File: config.mk
export PLATFORM = sky130hd
export DESIGN_NAME = rtc_bus_sequencer
export DESIGN_NICKNAME = d
export VERILOG_FILES = /design/src/rtl/rtc_bus_sequencer_pkg.sv /design/src/rtl/rtc_bus_rr_arbiter.sv /design/src/rtl/rtc_bus_sequencer.sv
export SDC_FILE = /design/constraint.sdc
export NUM_CORES = 1
export LEC_CHECK = 0
export CAP_MARGIN = 5
export CELL_PAD_IN_SITES_DETAIL_PLACEMENT = 2
export CELL_PAD_IN_SITES_GLOBAL_PLACEMENT = 2
export CORE_MARGIN = 2
export CORE_UTILIZATION = 27
export DETAILED_ROUTE_END_ITERATION = 7
export GPL_ROUTABILITY_DRIVEN = 0
export GPL_TIMING_DRIVEN = 0
export PLACE_DENSITY = 0.75
export SLEW_MARGIN = 20
export SYNTH_ARGS = -nofsm -noshare
export SYNTH_HDL_FRONTEND = slang
export SYNTH_SLANG_ARGS = --single-unit
File: constraint.sdc
create_clock -name clk -period 2.3 [get_ports clk]
set_input_delay 0.46 -clock clk [delete_from_list [all_inputs] [get_ports clk]]
set_output_delay 0.46 -clock clk [all_outputs]
set_load 0.01 [all_outputs]
File: src/rtl/rtc_bus_sequencer_pkg.sv
// Shared definitions for the RTC multiplexed-bus sequencer: state encodings,
// default timing/width and the per-state strobe decode.
package rtc_bus_sequencer_pkg;

    localparam int T_PH_DEFAULT = 4;
    localparam int AW_DEFAULT   = 8;
    localparam int CNT_W        = 8;

    typedef enum logic [2:0] {
        ST_IDLE        = 3'd0,
        ST_ADDR_SETUP  = 3'd1,
        ST_ADDR_STROBE = 3'd2,
        ST_ADDR_HOLD   = 3'd3,
        ST_DATA_SETUP  = 3'd4,
        ST_DATA_STROBE = 3'd5,
        ST_DATA_HOLD   = 3'd6,
        ST_DONE        = 3'd7
    } state_e;

    typedef struct packed {
        logic a_d;
        logic cs;
        logic rd;
        logic wr;
        logic oe;
    } bus_ctrl_t;

    function automatic logic is_bus_state(input state_e st);
        logic r;
        case (st)
            ST_ADDR_SETUP, ST_ADDR_STROBE, ST_ADDR_HOLD,
            ST_DATA_SETUP, ST_DATA_STROBE, ST_DATA_HOLD: r = 1'b1;
            default:                                     r = 1'b0;
        endcase
        return r;
    endfunction

    function automatic state_e next_bus_state(input state_e st);
        state_e n;
        case (st)
            ST_ADDR_SETUP:  n = ST_ADDR_STROBE;
            ST_ADDR_STROBE: n = ST_ADDR_HOLD;
            ST_ADDR_HOLD:   n = ST_DATA_SETUP;
            ST_DATA_SETUP:  n = ST_DATA_STROBE;
            ST_DATA_STROBE: n = ST_DATA_HOLD;
            ST_DATA_HOLD:   n = ST_DONE;
            default:        n = ST_IDLE;
        endcase
        return n;
    endfunction

    // The address is always written to the RTC, so ADDR_STROBE pulses wr even on reads.
    function automatic bus_ctrl_t ctrl_for(input state_e st, input logic is_read);
        bus_ctrl_t c;
        c.a_d = 1'b1;
        c.cs  = 1'b1;
        c.rd  = 1'b1;
        c.wr  = 1'b1;
        c.oe  = 1'b0;
        case (st)
            ST_ADDR_SETUP, ST_ADDR_HOLD: begin
                c.a_d = 1'b0;
                c.oe  = 1'b1;
            end
            ST_ADDR_STROBE: begin
                c.a_d = 1'b0;
                c.oe  = 1'b1;
                c.cs  = 1'b0;
                c.wr  = 1'b0;
            end
            ST_DATA_SETUP, ST_DATA_HOLD: begin
                c.oe = ~is_read;
            end
            ST_DATA_STROBE: begin
                c.cs = 1'b0;
                if (is_read) begin
                    c.rd = 1'b0;
                end else begin
                    c.wr = 1'b0;
                    c.oe = 1'b1;
                end
            end
            default: begin
                c.a_d = 1'b1;
            end
        endcase
        return c;
    endfunction

endpackage

File: src/rtl/rtc_bus_rr_arbiter.sv
// Two-way round-robin arbiter; the pointer moves only when a grant is taken.
module rtc_bus_rr_arbiter
    import rtc_bus_sequencer_pkg::*;
(
    input  logic       clk,
    input  logic       reset,
    input  logic [1:0] i_req,
    input  logic       i_grant_en,
    output logic       o_valid,
    output logic       o_id
);

    logic r_last;

    // Winner select: on a tie the requester not granted last wins.
    always_comb begin
        o_valid = i_req[0] | i_req[1];
        if (i_req[0] && i_req[1]) begin
            o_id = ~r_last;
        end else if (i_req[1]) begin
            o_id = 1'b1;
        end else begin
            o_id = 1'b0;
        end
    end

    // Pointer update; reset marks requester 1 as last so requester 0 wins the first tie.
    always_ff @(posedge clk) begin
        if (reset) begin
            r_last <= 1'b1;
        end else if (i_grant_en && o_valid) begin
            r_last <= o_id;
        end else begin
            r_last <= r_last;
        end
    end

endmodule

File: src/rtl/rtc_bus_sequencer.sv
// Sequences address/data phases on a multiplexed RTC bus for two requesters.
// All bus outputs are registered, decoded from the next state so they align with it.
module rtc_bus_sequencer
    import rtc_bus_sequencer_pkg::*;
#(
    parameter int T_PH = T_PH_DEFAULT,
    parameter int AW   = AW_DEFAULT
) (
    input  logic          clk,
    input  logic          reset,
    input  logic          req0,
    input  logic          req1,
    input  logic          rw0,
    input  logic          rw1,
    input  logic [AW-1:0] addr0,
    input  logic [AW-1:0] addr1,
    input  logic [AW-1:0] wdata0,
    input  logic [AW-1:0] wdata1,
    input  logic [AW-1:0] bus_in,
    output logic [AW-1:0] bus_out,
    output logic          bus_oe,
    output logic          a_d,
    output logic          cs,
    output logic          rd,
    output logic          wr,
    output logic          done0,
    output logic          done1,
    output logic [AW-1:0] rdata,
    output logic          busy
);

    localparam logic [CNT_W-1:0] LAST_CNT = CNT_W'(T_PH - 1);

    state_e           r_state;
    state_e           w_next_state;
    logic [CNT_W-1:0] r_cnt;
    logic             r_rw;
    logic             r_gid;
    logic [AW-1:0]    r_addr;
    logic [AW-1:0]    r_wdata;

    logic             w_gnt_valid;
    logic             w_gnt_id;
    logic             w_grant_en;
    logic             w_grant_take;
    logic             w_phase_end;
    logic             w_nxt_rw;
    logic [AW-1:0]    w_nxt_addr;
    logic [AW-1:0]    w_nxt_wdata;
    logic [AW-1:0]    w_nxt_bus;
    bus_ctrl_t        w_nxt_ctrl;

    bus_ctrl_t        r_ctrl;
    logic [AW-1:0]    r_bus_out;
    logic             r_done0;
    logic             r_done1;
    logic [AW-1:0]    r_rdata;
    logic             r_busy;

    assign w_grant_en   = (r_state == ST_IDLE);
    assign w_grant_take = w_grant_en & w_gnt_valid;
    assign w_phase_end  = (r_cnt == LAST_CNT);

    rtc_bus_rr_arbiter u_arb (
        .clk        (clk),
        .reset      (reset),
        .i_req      ({req1, req0}),
        .i_grant_en (w_grant_en),
        .o_valid    (w_gnt_valid),
        .o_id       (w_gnt_id)
    );

    // State register.
    always_ff @(posedge clk) begin
        if (reset) begin
            r_state <= ST_IDLE;
        end else begin
            r_state <= w_next_state;
        end
    end

    // Next-state: bus states advance when the phase counter reaches T_PH-1.
    always_comb begin
        w_next_state = r_state;
        case (r_state)
            ST_IDLE: begin
                if (w_gnt_valid) begin
                    w_next_state = ST_ADDR_SETUP;
                end else begin
                    w_next_state = ST_IDLE;
                end
            end
            ST_DONE: w_next_state = ST_IDLE;
            ST_ADDR_SETUP, ST_ADDR_STROBE, ST_ADDR_HOLD,
            ST_DATA_SETUP, ST_DATA_STROBE, ST_DATA_HOLD: begin
                if (w_phase_end) begin
                    w_next_state = next_bus_state(r_state);
                end else begin
                    w_next_state = r_state;
                end
            end
            default: w_next_state = ST_IDLE;
        endcase
    end

    // Phase counter restarts whenever the state changes.
    always_ff @(posedge clk) begin
        if (reset) begin
            r_cnt <= {CNT_W{1'b0}};
        end else if (w_next_state != r_state) begin
            r_cnt <= {CNT_W{1'b0}};
        end else if (is_bus_state(r_state)) begin
            r_cnt <= r_cnt + {{(CNT_W-1){1'b0}}, 1'b1};
        end else begin
            r_cnt <= {CNT_W{1'b0}};
        end
    end

    // Transaction fields as they will be after this edge (winner's inputs on a grant).
    always_comb begin
        w_nxt_rw    = r_rw;
        w_nxt_addr  = r_addr;
        w_nxt_wdata = r_wdata;
        if (w_grant_take) begin
            w_nxt_rw    = w_gnt_id ? rw1    : rw0;
            w_nxt_addr  = w_gnt_id ? addr1  : addr0;
            w_nxt_wdata = w_gnt_id ? wdata1 : wdata0;
        end else begin
            w_nxt_rw    = r_rw;
        end
    end

    // Latch the winner's fields; requester inputs are ignored until the next IDLE.
    always_ff @(posedge clk) begin
        if (reset) begin
            r_rw    <= 1'b0;
            r_gid   <= 1'b0;
            r_addr  <= {AW{1'b0}};
            r_wdata <= {AW{1'b0}};
        end else if (w_grant_take) begin
            r_rw    <= w_nxt_rw;
            r_gid   <= w_gnt_id;
            r_addr  <= w_nxt_addr;
            r_wdata <= w_nxt_wdata;
        end else begin
            r_rw    <= r_rw;
        end
    end

    // Drive value for the next state.
    always_comb begin
        w_nxt_ctrl = ctrl_for(w_next_state, w_nxt_rw);
        case (w_next_state)
            ST_ADDR_SETUP, ST_ADDR_STROBE, ST_ADDR_HOLD: w_nxt_bus = w_nxt_addr;
            ST_DATA_SETUP, ST_DATA_STROBE, ST_DATA_HOLD: begin
                if (w_nxt_rw) begin
                    w_nxt_bus = {AW{1'b0}};
                end else begin
                    w_nxt_bus = w_nxt_wdata;
                end
            end
            default: w_nxt_bus = {AW{1'b0}};
        endcase
    end

    // Registered bus outputs, done pulses and busy.
    always_ff @(posedge clk) begin
        if (reset) begin
            r_ctrl    <= ctrl_for(ST_IDLE, 1'b0);
            r_bus_out <= {AW{1'b0}};
            r_done0   <= 1'b0;
            r_done1   <= 1'b0;
            r_busy    <= 1'b0;
        end else begin
            r_ctrl    <= w_nxt_ctrl;
            r_bus_out <= w_nxt_bus;
            r_done0   <= (w_next_state == ST_DONE) && !r_gid;
            r_done1   <= (w_next_state == ST_DONE) && r_gid;
            r_busy    <= (w_next_state != ST_IDLE);
        end
    end

    // Read data is sampled on the final cycle of the read strobe.
    always_ff @(posedge clk) begin
        if (reset) begin
            r_rdata <= {AW{1'b0}};
        end else if ((r_state == ST_DATA_STROBE) && w_phase_end && r_rw) begin
            r_rdata <= bus_in;
        end else begin
            r_rdata <= r_rdata;
        end
    end

    assign bus_out = r_bus_out;
    assign bus_oe  = r_ctrl.oe;
    assign a_d     = r_ctrl.a_d;
    assign cs      = r_ctrl.cs;
    assign rd      = r_ctrl.rd;
    assign wr      = r_ctrl.wr;
    assign done0   = r_done0;
    assign done1   = r_done1;
    assign rdata   = r_rdata;
    assign busy    = r_busy;

endmodule

==> summary.md, run 1 <==
| Metric | Value |
|---|---|
| Status | `complete, no violations` |
| TritonCTS buffer count | `5` |
| WL/cell | `15.7 µm` |
| Vias | `2083` |
| Slew Limit Headroom | `65.8%` |
| CORE AREA | `8220 µm²` |
| Area Overhead vs Synth | `39.9%` |
| Peak supply drop | `0.245 mV` |
| Worst hold path cell count | `1` |
| Total power | `1.92 mW` |
| Lkg Pwr | `1.25 nW` |
| Die area | `9190 µm²` |
| PwrDens | `602 nW/µm²` |
| Final Skew | `0.0149 ns` |
| Post-CTS Setup Inserts | `0` |
| WHS Endpoint | `done0$_SDFF_PP0_` |
| Initial antenna violation count | `0` |
| Flop2flop setup slack | `0.26 ns` |
| Reg2Reg Depth | `6` |
| Clock Path Buffers | `2` |
| Synth Flop Type | `dfxtp_1` |
| GRT Residual Overflow | `0` |
| H-tree level count | `2` |
| Least-Margin Pin Slew | `0.513 ns` |
| CP required | `2.51 ns` |
| Placed cell areas | `3090 µm²` |
| Largest net degree at the start of global routing | `19` |
| Antenna viol nets, final | `0` |
| CP max FO | `10` |
| Min cycle time layout | `2.14 ns` |
| Worst setup SP type | `input pin` |
| Root Driver | `clkbuf_8` |
| Final Setup Violations | `0` |
| Period utilization | `93.0%` |
| Fin util | `38.8%` |
| Via density | `4.79` |
| Clk slew on worst S/H paths | `0.11 ns` |
| Fin area | `3190 µm²` |
| Die Wd | `95.9 µm` |
| Worst Path Arrival | `2.35 ns` |
| Die Span Y | `95.9 µm` |
| Post-synth EDFFs | `0` |
| DRC | `0` |
| Final nets | `376` |
| Achievable Freq | `0.468 GHz` |
| Num Clock Sinks | `54` |
| Setup crit end kind | `flop` |
| Ys Warns | `0` |
| # fillers | `928` |
| Critical R2R Launch | `r_cnt[0]$_SDFF_PP0_` |
| Syn Inst Count | `255` |
| Worst-Skew Late Latency | `0.32 ns` |
| N_diodes | `0` |
| Slew Viols, Final | `0` |
| Min-delay src | `r_gid$_SDFFE_PP0P_` |
| Mapped cell area | `2280 µm²` |
| Final WL | `6.84 mm` |
| RSZ-0062 raised after global routing | `no` |
| Yosys cell types | `41` |
| Post-synth ARST share | `0%` |
| MaxCap Viol Count | `0` |
| Endpoints failing hold | `0` |
| Worst min path class | `flop to flop` |
| Vias in the first global route | `2184` |
| Worst Setup Path Type | `input pin to flop` |
| Syn_area_per_cell | `8.94 µm²` |
| Drt first-iter violations | `67` |
| Net Count, Synth | `302` |
| DPL Wire Length | `5.22 mm` |
| GRT Util Overall | `15.2%` |
| First-pass GRT wire length | `10.7 mm` |
| PortBufs | `68` |
| Critical R2R Capture | `bus_out[0]$_SDFF_PP0_` |
| Initial DRT Pass Iterations | `4` |
| I/O Pins | `70` |
| Layout cell share with drive strength beyond 1 | `6.36%` |
| Initial core utilization | `27.7%` |
| #FFs+latches synth | `54` |
| CTS tree | `yes` |
| Cell Rows | `33` |
| Sequential fraction of the synthesis area | `47.4%` |
-- critical path, cell delays in order --
cell and delay [ns]:
clkdlybuf4s50_1 0.56, clkbuf_1 0.42, o21ai_2 0.24, clkbuf_2 0.28, a21oi_1 0.26, o2bb2ai_1 0.11
-- final cells by class --
class / instances / area (µm²) / area share [%]
Multi-Input combinational cell: 179 / 1110 / 34.7
Sequential cell: 54 / 1080 / 33.9
Timing Repair Buffer: 68 / 681 / 21.3
Tap cell: 105 / 131 / 4.12
Buffer: 16 / 76.3 / 2.39
Clock buffer: 5 / 68.8 / 2.16
Clock inverter: 3 / 25.0 / 0.785
Inverter: 5 / 18.8 / 0.588
-- flip-flops by register name, indices dropped and copies added (netlist names) --
name	count
r_wdata	8
done0	1
busy	1
wr	1
cs	1
rd	1
bus_out	8
rdata	8
r_state	3
bus_oe	1
r_addr	8
r_cnt	8
u_arb.r_last	1
r_rw	1
a_d	1
r_gid	1
done1	1
-- per-layer routing --
layer / up-vias / GRT usage, % / routed length [µm]
met4: 0 / 4.17 / 69
met3: 6 / 3.84 / 429
met5: - / 0 / 0
met1: 1001 / 18.1 / 3030
li1: 1025 / - / -
met2: 51 / 27.2 / 3310
-- cells in the mapped netlist (2+ instances only) --
master	instances	area [µm²]
o2bb2ai_1	8	70.1
nand2_1	4	15.0
nand3b_1	8	60.1
a21oi_1	22	110
o21ai_1	13	65.1
buf_2	4	20.0
o31ai_1	2	15.0
nor3_1	6	30.0
o21a_1	2	15.0
xnor2_1	2	17.5
nor2b_1	10	62.6
dfxtp_1	54	1080
nand3_1	7	35.0
clkbuf_1	11	41.3
nor2_1	50	188
xor2_1	5	43.8
and3_1	3	18.8
inv_1	5	18.8
mux2i_1	17	170
-- layout by cell type, fill, tap and decap left out, types with 2 or more instances in the layout --
cell type,Yosys,routed
xor2_1,5,5
o31ai_1,2,2
o2bb2ai_1,8,8
nor2_1,50,50
dfxtp_1,54,54
o21a_1,2,2
mux2i_1,17,17
nor3_1,6,6
clkdlybuf4s50_1,0,68
buf_2,4,3
nand2_1,4,4
clkbuf_8,0,5
nand3b_1,8,8
a21oi_1,22,22
clkbuf_1,11,9
o21ai_1,13,12
nand3_1,7,7
nor2b_1,10,10
xnor2_1,2,2
inv_1,5,5
and3_1,3,3
-- metrics by stage --
step | worst slack [ns] | setup TNS, ns | hold WS, ns | std cells
3_3_place_gp | -0.531 | -9.72 | 0.451 | 428
2_1_floorplan | 0.615 | 0 | 0.423 | 255
3_5_place_dp | -0.573 | -10.64 | 0.471 | 428
4_1_cts | 0.0268 | 0 | 0.491 | 436
5_1_grt | 0.00284 | 0 | 0.521 | 435
6_report | 0.162 | 0 | 0.486 | 435
-- kinds of logic (layout without fill, tap and decap cells) --
group | after synthesis | count (layout) | synth area share [%]
compound gates | 54 | 54 | 15.0
xor+xnor | 7 | 7 | 2.69
fa+ha+maj | 1 | 1 | 0.549
buf+inv | 22 | 97 | 4.17
flops | 54 | 54 | 47.4
mux | 17 | 17 | 7.46
simple gates | 100 | 100 | 22.7
-- worst max path at each step --
stage,from,end,slack (ns)
after floorplan,req1,bus_out[0]$_SDFF_PP0_,0.62
after global placement,req0,bus_out[6]$_SDFF_PP0_,-0.53
after detailed placement,req0,bus_out[4]$_SDFF_PP0_,-0.57
after CTS,req1,bus_out[0]$_SDFF_PP0_,0.03
after global routing,req0,bus_out[0]$_SDFF_PP0_,0.003
final,req0,bus_out[0]$_SDFF_PP0_,0.16
-- where the power goes --
part | switching [mW] | internal (mW) | total [mW]
logic | 0.175 | 0.172 | 0.347
clock network | 0.346 | 0.221 | 0.567
registers | 0.0196 | 0.986 | 1.01
-- timing repair --
action / CTS / global route
setup endpoints to repair: 18 / 11
hold buffers: 0 / 0
gates resized for setup: 3 / 0
Power figures use the tool's default switching activity.
==> run 2: changes to the inputs <==
--- a/config.mk
+++ b/config.mk
@@ -12,7 +12,6 @@
 export CORE_UTILIZATION = 27
 export DETAILED_ROUTE_END_ITERATION = 7
 export GPL_ROUTABILITY_DRIVEN = 0
-export GPL_TIMING_DRIVEN = 0
 export PLACE_DENSITY = 0.75
 export SLEW_MARGIN = 20
 export SYNTH_ARGS = -nofsm -noshare
==> run 2 against run 1 <==
Final cell count is 1.1% lower. Critical endpoint is now bus_out[1]$_SDFF_PP0_. Power decreased by 1.3%. Combinational power about the same. Flip-flop and latch count is the same. Setup slack gained 0.097 ns. Via count decreased by 1.6%. Global-route usage shrank 0.53 points. Register-to-register slack gained 0.17 ns. Die area unchanged.
==> summary.md, run 2 (same netlist as run 1, synthesis figures left out) <==
| Metric | Value |
|---|---|
| Critical R2R Launch | `r_cnt[5]$_SDFF_PP0_` |
| Worst setup SP type | `input pin` |
| Initial DRT Pass Iterations | `4` |
| DPL Wire Length | `5.10 mm` |
| CORE AREA | `8220 µm²` |
| Endpoints failing hold | `0` |
| Flop2flop setup slack | `0.43 ns` |
| Worst-Skew Late Latency | `0.31 ns` |
| Peak supply drop | `0.261 mV` |
| WHS Endpoint | `r_cnt[0]$_SDFF_PP0_` |
| MaxCap Viol Count | `0` |
| Most common cell after layout, fill and taps aside | `clkdlybuf4s50_1` |
| Slew Viols, Final | `0` |
| Drt first-iter violations | `40` |
| Die Wd | `95.9 µm` |
| Levels on crit path | `6` |
| N_diodes | `0` |
| Final WL | `6.69 mm` |
| H-tree level count | `2` |
| CP top delay family | `compound AO/OA/AOI/OAI gates` |
| Layout cell share with drive strength beyond 1 | `7.38%` |
| WL/cell | `15.6 µm` |
| Area Overhead vs Synth | `40.5%` |
| Worst Setup Path Type | `input pin to flop` |
| PwrDens | `592 nW/µm²` |
| Worst min path class | `flop to flop` |
| Clk slew on worst S/H paths | `0.10 ns` |
| I/O Pins | `70` |
| Cell Rows | `33` |
| Slew Limit Headroom | `65.9%` |
| CP startpoint | `req1` |
| Fin util | `39.0%` |
| Reg2Reg Depth | `5` |
| First-pass GRT wire length | `10.4 mm` |
| DRC | `0` |
| Period utilization | `88.7%` |
| Achievable Freq | `0.490 GHz` |
| RSZ-0062 raised after global routing | `no` |
| Final Skew | `0.00911 ns` |
| TritonCTS buffer count | `5` |
| Clock Path Buffers | `2` |
| Initial antenna violation count | `0` |
| Least-Margin Pin Slew | `0.510 ns` |
| GRT Residual Overflow | `0` |
| Num Clock Sinks | `54` |
| Root Driver | `clkbuf_8` |
| Initial core utilization | `27.7%` |
| Worst hold path cell count | `1` |
| PortBufs | `69` |
| Vias in the first global route | `2152` |
| Min cycle time layout | `2.04 ns` |
| Status | `complete, no violations` |
| GRT Util Overall | `14.7%` |
| Die area | `9190 µm²` |
| Via density | `4.77` |
| Post-CTS Setup Inserts | `0` |
| Vias | `2049` |
| CP required | `2.55 ns` |
| Max stage delay on crit path | `0.47 ns` |
| Total power | `1.90 mW` |
| Final Setup Violations | `0` |
| Most frequent cells in the layout | `69 x clkdlybuf4s50_1, 54 x dfxtp_1, 50 x nor2_1` |
| CTS tree | `yes` |
| Antenna viol nets, final | `0` |
| Lkg Pwr | `1.26 nW` |
| Cts-stage hold buffer count | `0` |
| Critical R2R Capture | `rd$_SDFF_PP1_` |
| Slowest-stage cell, CP | `clkdlybuf4s50_1` |
| Die Span Y | `95.9 µm` |
| Worst Path Arrival | `2.29 ns` |
| Largest net degree at the start of global routing | `35` |
| Setup crit end kind | `flop` |
| Post-CTS sizing | `0` |
| Final nets | `371` |
| Worst path cell trace | `clkdlybuf4s50_1 > nor2b_1 > o32ai_1 > a2bb2oi_2 > nor3_4 > o2bb2ai_1` |
| CP max FO | `8` |
| Min-delay src | `r_cnt[0]$_SDFF_PP0_` |
| CP bufs+invs | `1` |
run 2: worst max path at each step:
stage	end
floorplan	bus_out[0]$_SDFF_PP0_
global placement	bus_out[6]$_SDFF_PP0_
detailed placement	bus_out[1]$_SDFF_PP0_
CTS	bus_out[1]$_SDFF_PP0_
global route	bus_out[0]$_SDFF_PP0_
finish	bus_out[1]$_SDFF_PP0_
run 2: area by class of cell:
| type | count | area (µm²) |
|---|---|---|
| Clock inverter | 3 | 21.3 |
| Inverter | 5 | 18.8 |
| Multi-Input combinational cell | 179 | 1100 |
| Fill cell | 926 | 5010 |
| Tap cell | 105 | 131 |
| Clock buffer | 5 | 68.8 |
| Sequential cell | 54 | 1080 |
| Timing Repair Buffer | 79 | 778 |
run 2: metrics by stage:
step	hold slack, ns	worst slack, ns	TNS (ns)	instances	area, µm²
2_1_floorplan	0.423	0.615	0	255	2280
3_3_place_gp	0.460	0.0417	0	422	3110
3_5_place_dp	0.474	-0.0675	-0.485	422	3110
4_1_cts	0.499	0.233	0	430	3200
5_1_grt	0.521	0.144	0	430	3200
6_report	0.489	0.259	0	430	3200
run 2: routing by layer:
layer,routed length (µm),GRT usage (%),share of wire (%)
met5,0,0,0
met4,61,3.57,0.91
met3,394,3.76,5.9
met2,3340,27.2,50
met1,2900,16.8,43
run 2: where the power goes:
| group | switching [mW] | internal [mW] | total, mW |
|---|---|---|---|
| combinational | 0.167 | 0.182 | 0.349 |
| sequential | 0.0262 | 0.986 | 1.01 |
| clock | 0.320 | 0.215 | 0.534 |
